===== config.mk =====
export PLATFORM = sky130hd
export DESIGN_NAME = johnson_phase_monitor_flat
export DESIGN_NICKNAME = d
export VERILOG_FILES = /design/src/rtl/johnson_phase_monitor_if.sv /design/src/rtl/johnson_phase_monitor.sv /design/src/flat_wrapper.sv
export SDC_FILE = /design/constraint.sdc
export NUM_CORES = 1
export LEC_CHECK = 0
export CELL_PAD_IN_SITES_DETAIL_PLACEMENT = 1
export CELL_PAD_IN_SITES_GLOBAL_PLACEMENT = 2
export CORE_ASPECT_RATIO = 2
export CORE_UTILIZATION = 31
export DETAILED_ROUTE_END_ITERATION = 8
export PLACE_DENSITY_LB_ADDON = 0.1
export RECOVER_POWER = 25
export SYNTH_ARGS = -nofsm -noshare
export SYNTH_HDL_FRONTEND = slang
export SYNTH_SLANG_ARGS = --single-unit

===== constraint.sdc =====
create_clock -name clock -period 2.4 [get_ports clock]
set_input_delay 0.24 -clock clock [delete_from_list [all_inputs] [get_ports clock]]
set_output_delay 0.24 -clock clock [all_outputs]
set_load 0.005 [all_outputs]

===== src/rtl/johnson_phase_monitor_if.sv =====
// +--------------------------------------------------------------------------+
// | Module      : johnson_phase_monitor_if                                   |
// | Description : Code input, error clear and decoded phase/status bundle    |
// |               for the Johnson phase monitor.                             |
// | Revision    : 1.0                                                        |
// +--------------------------------------------------------------------------+
`default_nettype none

interface johnson_phase_monitor_if #(
  parameter int WIDTH = 4,
  parameter int CNT_W = 8
);
  localparam int c_nph   = 2 * WIDTH;
  localparam int c_idx_w = $clog2(c_nph);

  logic [WIDTH-1:0]   jc_in;
  logic               err_clr;
  logic               valid;
  logic [c_idx_w-1:0] phase_idx;
  logic [c_nph-1:0]   phase_onehot;
  logic               illegal_code;
  logic               seq_error;
  logic               rev_pulse;
  logic [CNT_W-1:0]   rev_count;
  logic               stall;
  logic               err_sticky;

  // master: counter/consumer side; slave: the monitor itself
  modport master (
    output jc_in, err_clr,
    input  valid, phase_idx, phase_onehot, illegal_code, seq_error,
    input  rev_pulse, rev_count, stall, err_sticky
  );

  modport slave (
    input  jc_in, err_clr,
    output valid, phase_idx, phase_onehot, illegal_code, seq_error,
    output rev_pulse, rev_count, stall, err_sticky
  );
endinterface

`default_nettype wire


===== src/rtl/johnson_phase_monitor.sv =====
// +--------------------------------------------------------------------------+
// | Module      : johnson_phase_monitor                                      |
// | Description : Decodes a Johnson counter code to phase index / one-hot,   |
// |               checks legality and order, counts revolutions, flags stall.|
// | Revision    : 1.0                                                        |
// +--------------------------------------------------------------------------+
`default_nettype none

module johnson_phase_monitor #(
  parameter int WIDTH     = 4,
  parameter int CNT_W     = 8,
  parameter int STALL_MAX = 16
) (
  input  wire logic               clock,
  input  wire logic               reset,
  johnson_phase_monitor_if.slave  bus
);

  localparam int c_nph     = 2 * WIDTH;
  localparam int c_idx_w   = $clog2(c_nph);
  localparam int c_stall_w = $clog2(STALL_MAX + 1);

  localparam logic [c_stall_w-1:0] c_stall_max = c_stall_w'(STALL_MAX);
  localparam logic [c_stall_w-1:0] c_stall_thr = c_stall_w'(STALL_MAX - 1);
  localparam logic [c_idx_w-1:0]   c_last_ph   = c_idx_w'(c_nph - 1);
  localparam logic [c_nph-1:0]     c_oh_one    = {{(c_nph-1){1'b0}}, 1'b1};

  typedef enum logic [0:0] {
    ST_ACQUIRE = 1'b0,
    ST_TRACK   = 1'b1
  } state_t;

  // Legal code for phase k: ones fill in from the MSB, then zeros do.
  function automatic logic [WIDTH-1:0] f_pattern(input int k);
    logic [WIDTH-1:0] p;
    p = '0;
    for (int b = 0; b < WIDTH; b++) begin
      if (k <= WIDTH) p[WIDTH-1-b] = (b < k);
      else            p[WIDTH-1-b] = (b >= k - WIDTH);
    end
    return p;
  endfunction

  state_t               r_state;
  logic                 r_valid;
  logic [c_idx_w-1:0]   r_phase_idx;
  logic [c_nph-1:0]     r_phase_onehot;
  logic                 r_illegal;
  logic                 r_seq_err;
  logic                 r_rev_pulse;
  logic [CNT_W-1:0]     r_rev_count;
  logic                 r_stall;
  logic [c_stall_w-1:0] r_stall_cnt;
  logic                 r_err_sticky;

  logic [c_nph-1:0]     w_match;
  logic                 w_legal;
  logic [c_idx_w-1:0]   w_idx;
  logic [c_nph-1:0]     w_onehot;
  logic [c_idx_w-1:0]   w_succ;
  logic                 w_hold;
  logic                 w_advance;
  logic                 w_err;

  generate
    for (genvar k = 0; k < c_nph; k++) begin : g_decode
      assign w_match[k] = (bus.jc_in == f_pattern(k));
    end
  endgenerate

  always_comb begin
    w_idx = '0;
    for (int k = 0; k < c_nph; k++) begin
      if (w_match[k]) w_idx = c_idx_w'(k);
    end
  end

  assign w_legal   = |w_match;
  assign w_onehot  = c_oh_one << w_idx;
  assign w_succ    = (r_phase_idx == c_last_ph) ? '0 : r_phase_idx + 1'b1;
  assign w_hold    = (w_idx == r_phase_idx);
  assign w_advance = (w_idx == w_succ);
  // Out-of-order jumps only count as errors once a phase has been acquired.
  assign w_err     = !w_legal || ((r_state == ST_TRACK) && !w_hold && !w_advance);

  always_ff @(posedge clock) begin
    if (reset) begin
      r_state        <= ST_ACQUIRE;
      r_valid        <= 1'b0;
      r_phase_idx    <= '0;
      r_phase_onehot <= '0;
      r_illegal      <= 1'b0;
      r_seq_err      <= 1'b0;
      r_rev_pulse    <= 1'b0;
      r_rev_count    <= '0;
      r_stall        <= 1'b0;
      r_stall_cnt    <= '0;
      r_err_sticky   <= 1'b0;
    end else begin
      r_illegal   <= 1'b0;
      r_seq_err   <= 1'b0;
      r_rev_pulse <= 1'b0;

      case (r_state)
        ST_ACQUIRE: begin
          if (w_legal) begin
            r_phase_idx    <= w_idx;
            r_phase_onehot <= w_onehot;
            r_valid        <= 1'b1;
            r_stall_cnt    <= '0;
            r_stall        <= 1'b0;
            r_state        <= ST_TRACK;
          end else begin
            r_illegal <= 1'b1;
          end
        end

        ST_TRACK: begin
          if (!w_legal) begin
            // phase_idx deliberately keeps its last value here
            r_illegal      <= 1'b1;
            r_valid        <= 1'b0;
            r_phase_onehot <= '0;
            r_stall_cnt    <= '0;
            r_stall        <= 1'b0;
            r_state        <= ST_ACQUIRE;
          end else if (w_hold) begin
            if (r_stall_cnt != c_stall_max) r_stall_cnt <= r_stall_cnt + 1'b1;
            r_stall <= (r_stall_cnt >= c_stall_thr);
          end else if (w_advance) begin
            r_phase_idx    <= w_idx;
            r_phase_onehot <= w_onehot;
            r_stall_cnt    <= '0;
            r_stall        <= 1'b0;
            if (r_phase_idx == c_last_ph) begin
              r_rev_pulse <= 1'b1;
              r_rev_count <= r_rev_count + 1'b1;
            end
          end else begin
            r_seq_err      <= 1'b1;
            r_phase_idx    <= w_idx;
            r_phase_onehot <= w_onehot;
            r_stall_cnt    <= '0;
            r_stall        <= 1'b0;
          end
        end

        default: r_state <= ST_ACQUIRE;
      endcase

      // A new error outranks a simultaneous clear request.
      if (w_err)            r_err_sticky <= 1'b1;
      else if (bus.err_clr) r_err_sticky <= 1'b0;
    end
  end

  assign bus.valid        = r_valid;
  assign bus.phase_idx    = r_phase_idx;
  assign bus.phase_onehot = r_phase_onehot;
  assign bus.illegal_code = r_illegal;
  assign bus.seq_error    = r_seq_err;
  assign bus.rev_pulse    = r_rev_pulse;
  assign bus.rev_count    = r_rev_count;
  assign bus.stall        = r_stall;
  assign bus.err_sticky   = r_err_sticky;

endmodule

`default_nettype wire

===== src/flat_wrapper.sv =====
// flat-port wrapper written by rule: the top's interface ports become plain ports
module johnson_phase_monitor_flat 
#(
  parameter int WIDTH     = 4,
  parameter int CNT_W     = 8,
  parameter int STALL_MAX = 16
)
  (clock, reset, bus_jc_in, bus_err_clr, bus_valid, bus_phase_idx, bus_phase_onehot, bus_illegal_code, bus_seq_error, bus_rev_pulse, bus_rev_count, bus_stall, bus_err_sticky);
  johnson_phase_monitor_if #(.WIDTH(WIDTH), .CNT_W(CNT_W)) bus_i ();
  input  wire logic clock;
  input  wire logic reset;
  input wire logic [$bits(bus_i.jc_in)-1:0] bus_jc_in;
  input wire logic [$bits(bus_i.err_clr)-1:0] bus_err_clr;
  output wire logic [$bits(bus_i.valid)-1:0] bus_valid;
  output wire logic [$bits(bus_i.phase_idx)-1:0] bus_phase_idx;
  output wire logic [$bits(bus_i.phase_onehot)-1:0] bus_phase_onehot;
  output wire logic [$bits(bus_i.illegal_code)-1:0] bus_illegal_code;
  output wire logic [$bits(bus_i.seq_error)-1:0] bus_seq_error;
  output wire logic [$bits(bus_i.rev_pulse)-1:0] bus_rev_pulse;
  output wire logic [$bits(bus_i.rev_count)-1:0] bus_rev_count;
  output wire logic [$bits(bus_i.stall)-1:0] bus_stall;
  output wire logic [$bits(bus_i.err_sticky)-1:0] bus_err_sticky;
  assign bus_i.jc_in = bus_jc_in;
  assign bus_i.err_clr = bus_err_clr;
  assign bus_valid = bus_i.valid;
  assign bus_phase_idx = bus_i.phase_idx;
  assign bus_phase_onehot = bus_i.phase_onehot;
  assign bus_illegal_code = bus_i.illegal_code;
  assign bus_seq_error = bus_i.seq_error;
  assign bus_rev_pulse = bus_i.rev_pulse;
  assign bus_rev_count = bus_i.rev_count;
  assign bus_stall = bus_i.stall;
  assign bus_err_sticky = bus_i.err_sticky;
  johnson_phase_monitor #(.WIDTH(WIDTH), .CNT_W(CNT_W), .STALL_MAX(STALL_MAX)) u_core (.clock(clock), .reset(reset), .bus(bus_i));
endmodule

Yosys cells after proc, flatten, opt, wreduce, memory -nomap -nowiden
Index checks and enable logic that the tools add are counted.
- bits in latches: 0
- memory bits (writable): 0
- bits in read-only memories: 0
- memories: 0
- register bits after elaboration: 31
- output and inout port bits: 25
- multiplexer cells: 34
- bitwise gates (word level): 4
- reduce and logical (&&, ||, !) cells: 16
- divide/modulo/power cells: 0
- add/subtract/negate cells: 3
- shift operators: 1
- $lt $le $gt $ge: 1
- equal/unequal tests: 17
- multipliers: 0
- operator list (operator ; number):
    two-way mux 3 bit ; 10
    two-way mux 8 bit ; 3
    two-way mux 5 bit ; 4
    equality test 4 bit, second input constant ; 4
    case mux 8 bit (2 select lines) ; 1
    two-way mux 1 bit ; 12
    case mux 5 bit (2 select lines) ; 1
    adder 8 x 1 -> 8 bit, second input constant ; 1
    OR reduction 8 bit ; 1
    << shifter 1 x 3 -> 8 bit, first input constant ; 1
    equality test 3 bit ; 2
    != test 2 bit, second input constant ; 3
    case mux 3 bit (2 select lines) ; 1
    AND reduction 2 bit ; 3
    adder 5 x 1 -> 5 bit, second input constant ; 1
    >= comparator 5 x 4 -> 1 bit, second input constant ; 1
    != test 5 bit, second input constant ; 1
    AND reduction 5 bit ; 1
    OR reduction 5 bit ; 1
    equality test 4 x 1 -> 1 bit, second input constant ; 1
    equality test 4 x 2 -> 1 bit, second input constant ; 1
    equality test 4 x 3 -> 1 bit, second input constant ; 1
    zero test 4 bit ; 1
    != test 4 bit, second input constant ; 1
    12 further kinds ; 19

Depth between registers and ports, before layout
- depth in word-level cells: 14
- mapped depth: 9

Worst setup path after synthesis
OpenSTA, ideal clock, no wires.
- path kind: register -> register
- start: register u_core.r_phase_idx[0], in the netlist u_core.bus.phase_idx[0]
- end: register u_core.r_rev_count[7], in the netlist u_core.bus.rev_count[7]
- setup slack: 229 ps
- path buffers: 0
- data arrival time: 2050 ps
- library setup time: 121 ps
- stages on the path, launching flop included: 8
- cells stage by stage: dfxtp_1 > ha_1 > ha_1 > nand2b_1 > xnor2_1 > a2111oi_2 > nand3_2 > mux2_4
- word-level cells in the longest chain between the ends: 4
- ends and longest elaborated chain (item ; line ; RTL):
    start: declaration ; johnson_phase_monitor.sv:46 ; logic [c_idx_w-1:0] r_phase_idx;
    start signal: assignment ; johnson_phase_monitor.sv:107 ; r_phase_idx <= w_idx;
    start signal: assignment ; johnson_phase_monitor.sv:131 ; r_phase_idx <= w_idx;
    start signal: assignment ; johnson_phase_monitor.sv:141 ; r_phase_idx <= w_idx;
    adder 3 x 1 -> 3 bit / equality test 3 bit (equally long branches) ; johnson_phase_monitor.sv:80, johnson_phase_monitor.sv:135 ;
    two-way mux 3 bit ; johnson_phase_monitor.sv:80 ; assign w_succ = (r_phase_idx == c_last_ph) ? '0 : r_phase_idx + 1'b1;
    equality test 3 bit ; johnson_phase_monitor.sv:82 ; assign w_advance = (w_idx == w_succ);
    AND reduction 5 bit (no source line) (*) ; - ;
    end signal: assignment ; johnson_phase_monitor.sv:137 ; r_rev_count <= r_rev_count + 1'b1;
    end: declaration ; johnson_phase_monitor.sv:51 ; logic [CNT_W-1:0] r_rev_count;
Mark *: on every way between the ends. The rest lies on a longest branch, timed or not.
A chain may end at the register's enable or synchronous reset.

Final worst setup path
- start: input port bus_jc_in[1]
- end: register u_core.r_rev_count[3], in the netlist u_core.bus.rev_count[3]
- RTL lines (item ; line ; RTL):
    start: declaration ; flat_wrapper.sv:12 ; input wire logic [$bits(bus_i.jc_in)-1:0] bus_jc_in;
    equality test 4 bit (tied with other cells) ; johnson_phase_monitor.sv:67 ; assign w_match[k] = (bus.jc_in == f_pattern(k));
    OR reduction 8 bit (*) ; johnson_phase_monitor.sv:78 ; assign w_legal = |w_match;
    net u_core.w_legal ; johnson_phase_monitor.sv:57 ; logic w_legal;
    AND reduction 5 bit (no source line) (*) ; - ;
The timed path passes the listed nets; every way through them passes the cells marked *.

==> impl_metrics.yaml <==
layout:
  most-common-layout-cells: "32 x buf_4, 31 x dfxtp_1, 23 x nor2_1, 17 x clkdlybuf4s50_1"
  layout-drive-gt1-share_pct: 19.1
  seq_area_um2: 621
  area_growth_pct: 43.2
  multi_input_area_um2: 1030
  antenna_cells: 0
  nFillCells: 660
  final_nets: 277
  mostFrequentLayoutCell: "buf_4"
yosys:
  synth.top_cell.area_share_pct: 36.0
  seq_area_frac_synth_pct: 36.0
  synth-edff-count: 0
  synth_ff_type: "dfxtp_1"
  synth-async-reset-ratio_pct: 0
  synth_cells: 197
  ys_seq_elements: 31
  ys_types: 46
  syn_area_per_cell_um2: 8.76
  syn_nets: 213
  ys.warnings.count: 0
  syn_area_um2: 1730
  synth_area_leaders: "dfxtp_1 36%, ha_1 6.5%, mux2i_1 6.4%"
  yosysTopAreaCell: "dfxtp_1"
critical_path:
  path_cells: "clkdlybuf4s50_1, buf_4, mux2i_1, buf_4, buf_4, nand4b_1, a2111o_1, or3_1, a21oi_1"
  cp_slowest_stage_delay_ns: 0.52
  regToRegStartpoint: "u_core.bus.phase_idx[0]"
  slowest_stage: "clkdlybuf4s50_1"
  crit_path_frequent_cell: "buf_4"
  critPathMaxFanout: 7
  worstPathArrival_ns: 2.52
  critPathLaunchType: "input port"
  worstSetupEndpointType: "flop"
  critical_path_required_ns: 2.62
  startpoint: "bus_jc_in[1]"
  path_class: "in -> reg"
route:
  wl_met2_um: 3050
  m1WireLength_um: 1750
  top_layer: "met4"
  drt_iter0_markers: 13
  wl_um: 5000
  viasPerCell: 5.22
  met3WireLength_um: 102
  wl_per_cell_um: 15.5
  drtPass1Iterations: 2
  route.detailed.drc: 0
  antenna_left: 0
  vias: 1682
place:
  gp_routability_congestion: 0.753
  port_buffers: 31
  dp_hpwl_um: 4020
clock_tree:
  cts_tree: "yes"
  clk_latency_ns: 0.29
  cts_made_buffers: 5
  clk_pin_slew_ns: 0.07
  clkSinkCount: 31
  root_buffer: "clkbuf_8"
  clockBufferDepth: 2
  htree_levels: 2
  cts_hold_buffers: 0
sta:
  hold_viol: 0
  tightest_slew_ns: 0.416
  finClkSkew_ns: 0.00532
  max_freq_mhz: 435
  whs_ns: 0.444
  finalSetupViolations: 0
  worst_slew_margin_rel_pct: 71.9
  finalCritPeriodShare_pct: 95.8
  final.min_clock_period_ns: 2.30
  rsz0062_at_grt: "no"
  slew_viol_final: 0
floorplanning:
  rows: 38
  initial_utilization_pct: 32.1
  dieArea_um2: 5890
  core_area_um2: 5370
  die_w_um: 54.8
  ios: 32
  die_h_um: 108
global_route:
  grt-ovfl-total: 0
  grtUsageTotal_pct: 19.1
  grt_first_pass_wirelength_um: 8160
  grt_max_degree: 21
  antenna_found_initial: 0
  grt_pass1_vias: 1814
min_path:
  hp-class: "in -> reg"
  hold_start: "bus_jc_in[0]"
power_and_ir_drop:
  power_density_nw_per_um2: 544
  p_total_mw: 1.34
  leakage_nw: 1.05
  peakVddDrop_v: 0.000421
run_status:
  status: "finished, final reports clean"
run:
  cap_violations: 0
==> state kept, by name, summed over array words and instances (netlist names) <==
| register | count |
|---|---|
| u_core.bus.valid | 1 |
| u_core.bus.err_sticky | 1 |
| u_core.bus.phase_onehot | 8 |
| u_core.bus.rev_count | 8 |
| u_core.bus.stall | 1 |
| u_core.bus.rev_pulse | 1 |
| u_core.r_stall_cnt | 5 |
| u_core.bus.illegal_code | 1 |
| u_core.r_state | 1 |
| u_core.bus.seq_error | 1 |
| u_core.bus.phase_idx | 3 |
==> Yosys cell counts (2+ instances only) <==
cell type	n
a211oi_1	2
a21oi_1	10
and2_1	4
and3_1	4
and4b_1	3
buf_2	2
buf_6	2
clkbuf_1	4
dfxtp_1	31
ha_1	9
inv_1	9
mux2i_1	11
nand2_1	11
nand2b_1	5
nand3_1	6
nand3b_1	2
nand4_1	4
nand4b_1	2
nor2_1	23
nor2b_1	5
nor4_1	2
nor4b_1	2
nor4bb_1	2
o211ai_1	2
o21ai_0	9
o21ai_1	2
o31ai_1	4
or3_1	4
xnor2_1	3
xor2_1	2
==> layer usage <==
| metal | vias to the layer above | GRT usage [%] |
|---|---|---|
| met1 | 824 | 17.5 |
| met4 | 0 | 8.24 |
| li1 | 831 | - |
| met3 | 6 | 3.81 |
| met2 | 21 | 36.7 |
| met5 | - | 0 |
==> layout make-up <==
cell class / instances / area share, %
well taps: 60 / 3.04
clock buffers: 6 / 3.34
inverters: 9 / 1.37
clock inverters: 2 / 1.42
multi-input cells: 149 / 41.9
flip-flops and latches: 31 / 25.1
repair buffers: 65 / 23.8
==> cell families (layout without fill, tap and decap cells) <==
family	after synthesis	in the layout	share of synthesized area, %
AOI/OAI and AO/OA	37	37	14.2
xor gates and xnor gates	5	5	2.54
adders and majority gates	9	9	6.53
buffers and inverters	17	82	4.71
DFF	31	31	36.0
muxes	13	13	7.90
and+or+nand+nor	85	85	28.1
==> worst paths after layout <==
path                            slack [ns]                          to  depth (start not counted)
worst max register to register        0.31     u_core.bus.rev_count[7]                          8
worst min-delay path                  0.44  u_core.bus.phase_onehot[0]                          5
worst max-delay path                   0.1     u_core.bus.rev_count[3]                          9
worst min register to register        0.48            u_core.bus.stall                          2
==> critical path: cells and delay by family <==
kind,cells,cell delay [ns]
simple gates,2,0.52
buf+inv,4,0.90
mux,1,0.18
compound gates,2,0.66
==> report_power, final <==
| part | internal (mW) | switching, mW |
|---|---|---|
| combinational | 0.136 | 0.129 |
| clock | 0.336 | 0.204 |
| sequential | 0.529 | 0.0104 |
| total | 1.00 | 0.343 |
==> stage by stage <==
step | TNS (ns) | utilization [%] | worst slack (ns) | instance area [µm²] | cells
after floorplan | 0 | - | 0.229 | 1730 | 197
after global placement | -2.77 | 43.4 | -0.182 | 2330 | 314
after detailed placement | -4.70 | 43.4 | -0.280 | 2330 | 314
after CTS | 0 | 45.6 | 0.0186 | 2450 | 322
after global routing | 0 | 46.0 | 0.00966 | 2470 | 322
final | 0 | 46.0 | 0.100 | 2470 | 322
==> what timing repair did <==
item,4_1_cts,5_1_grt
resized for setup,0,6
setup endpoints to repair,0,13
buffers inserted,0,0
hold endpoints to repair,0,0
Power figures use the tool's default switching activity.
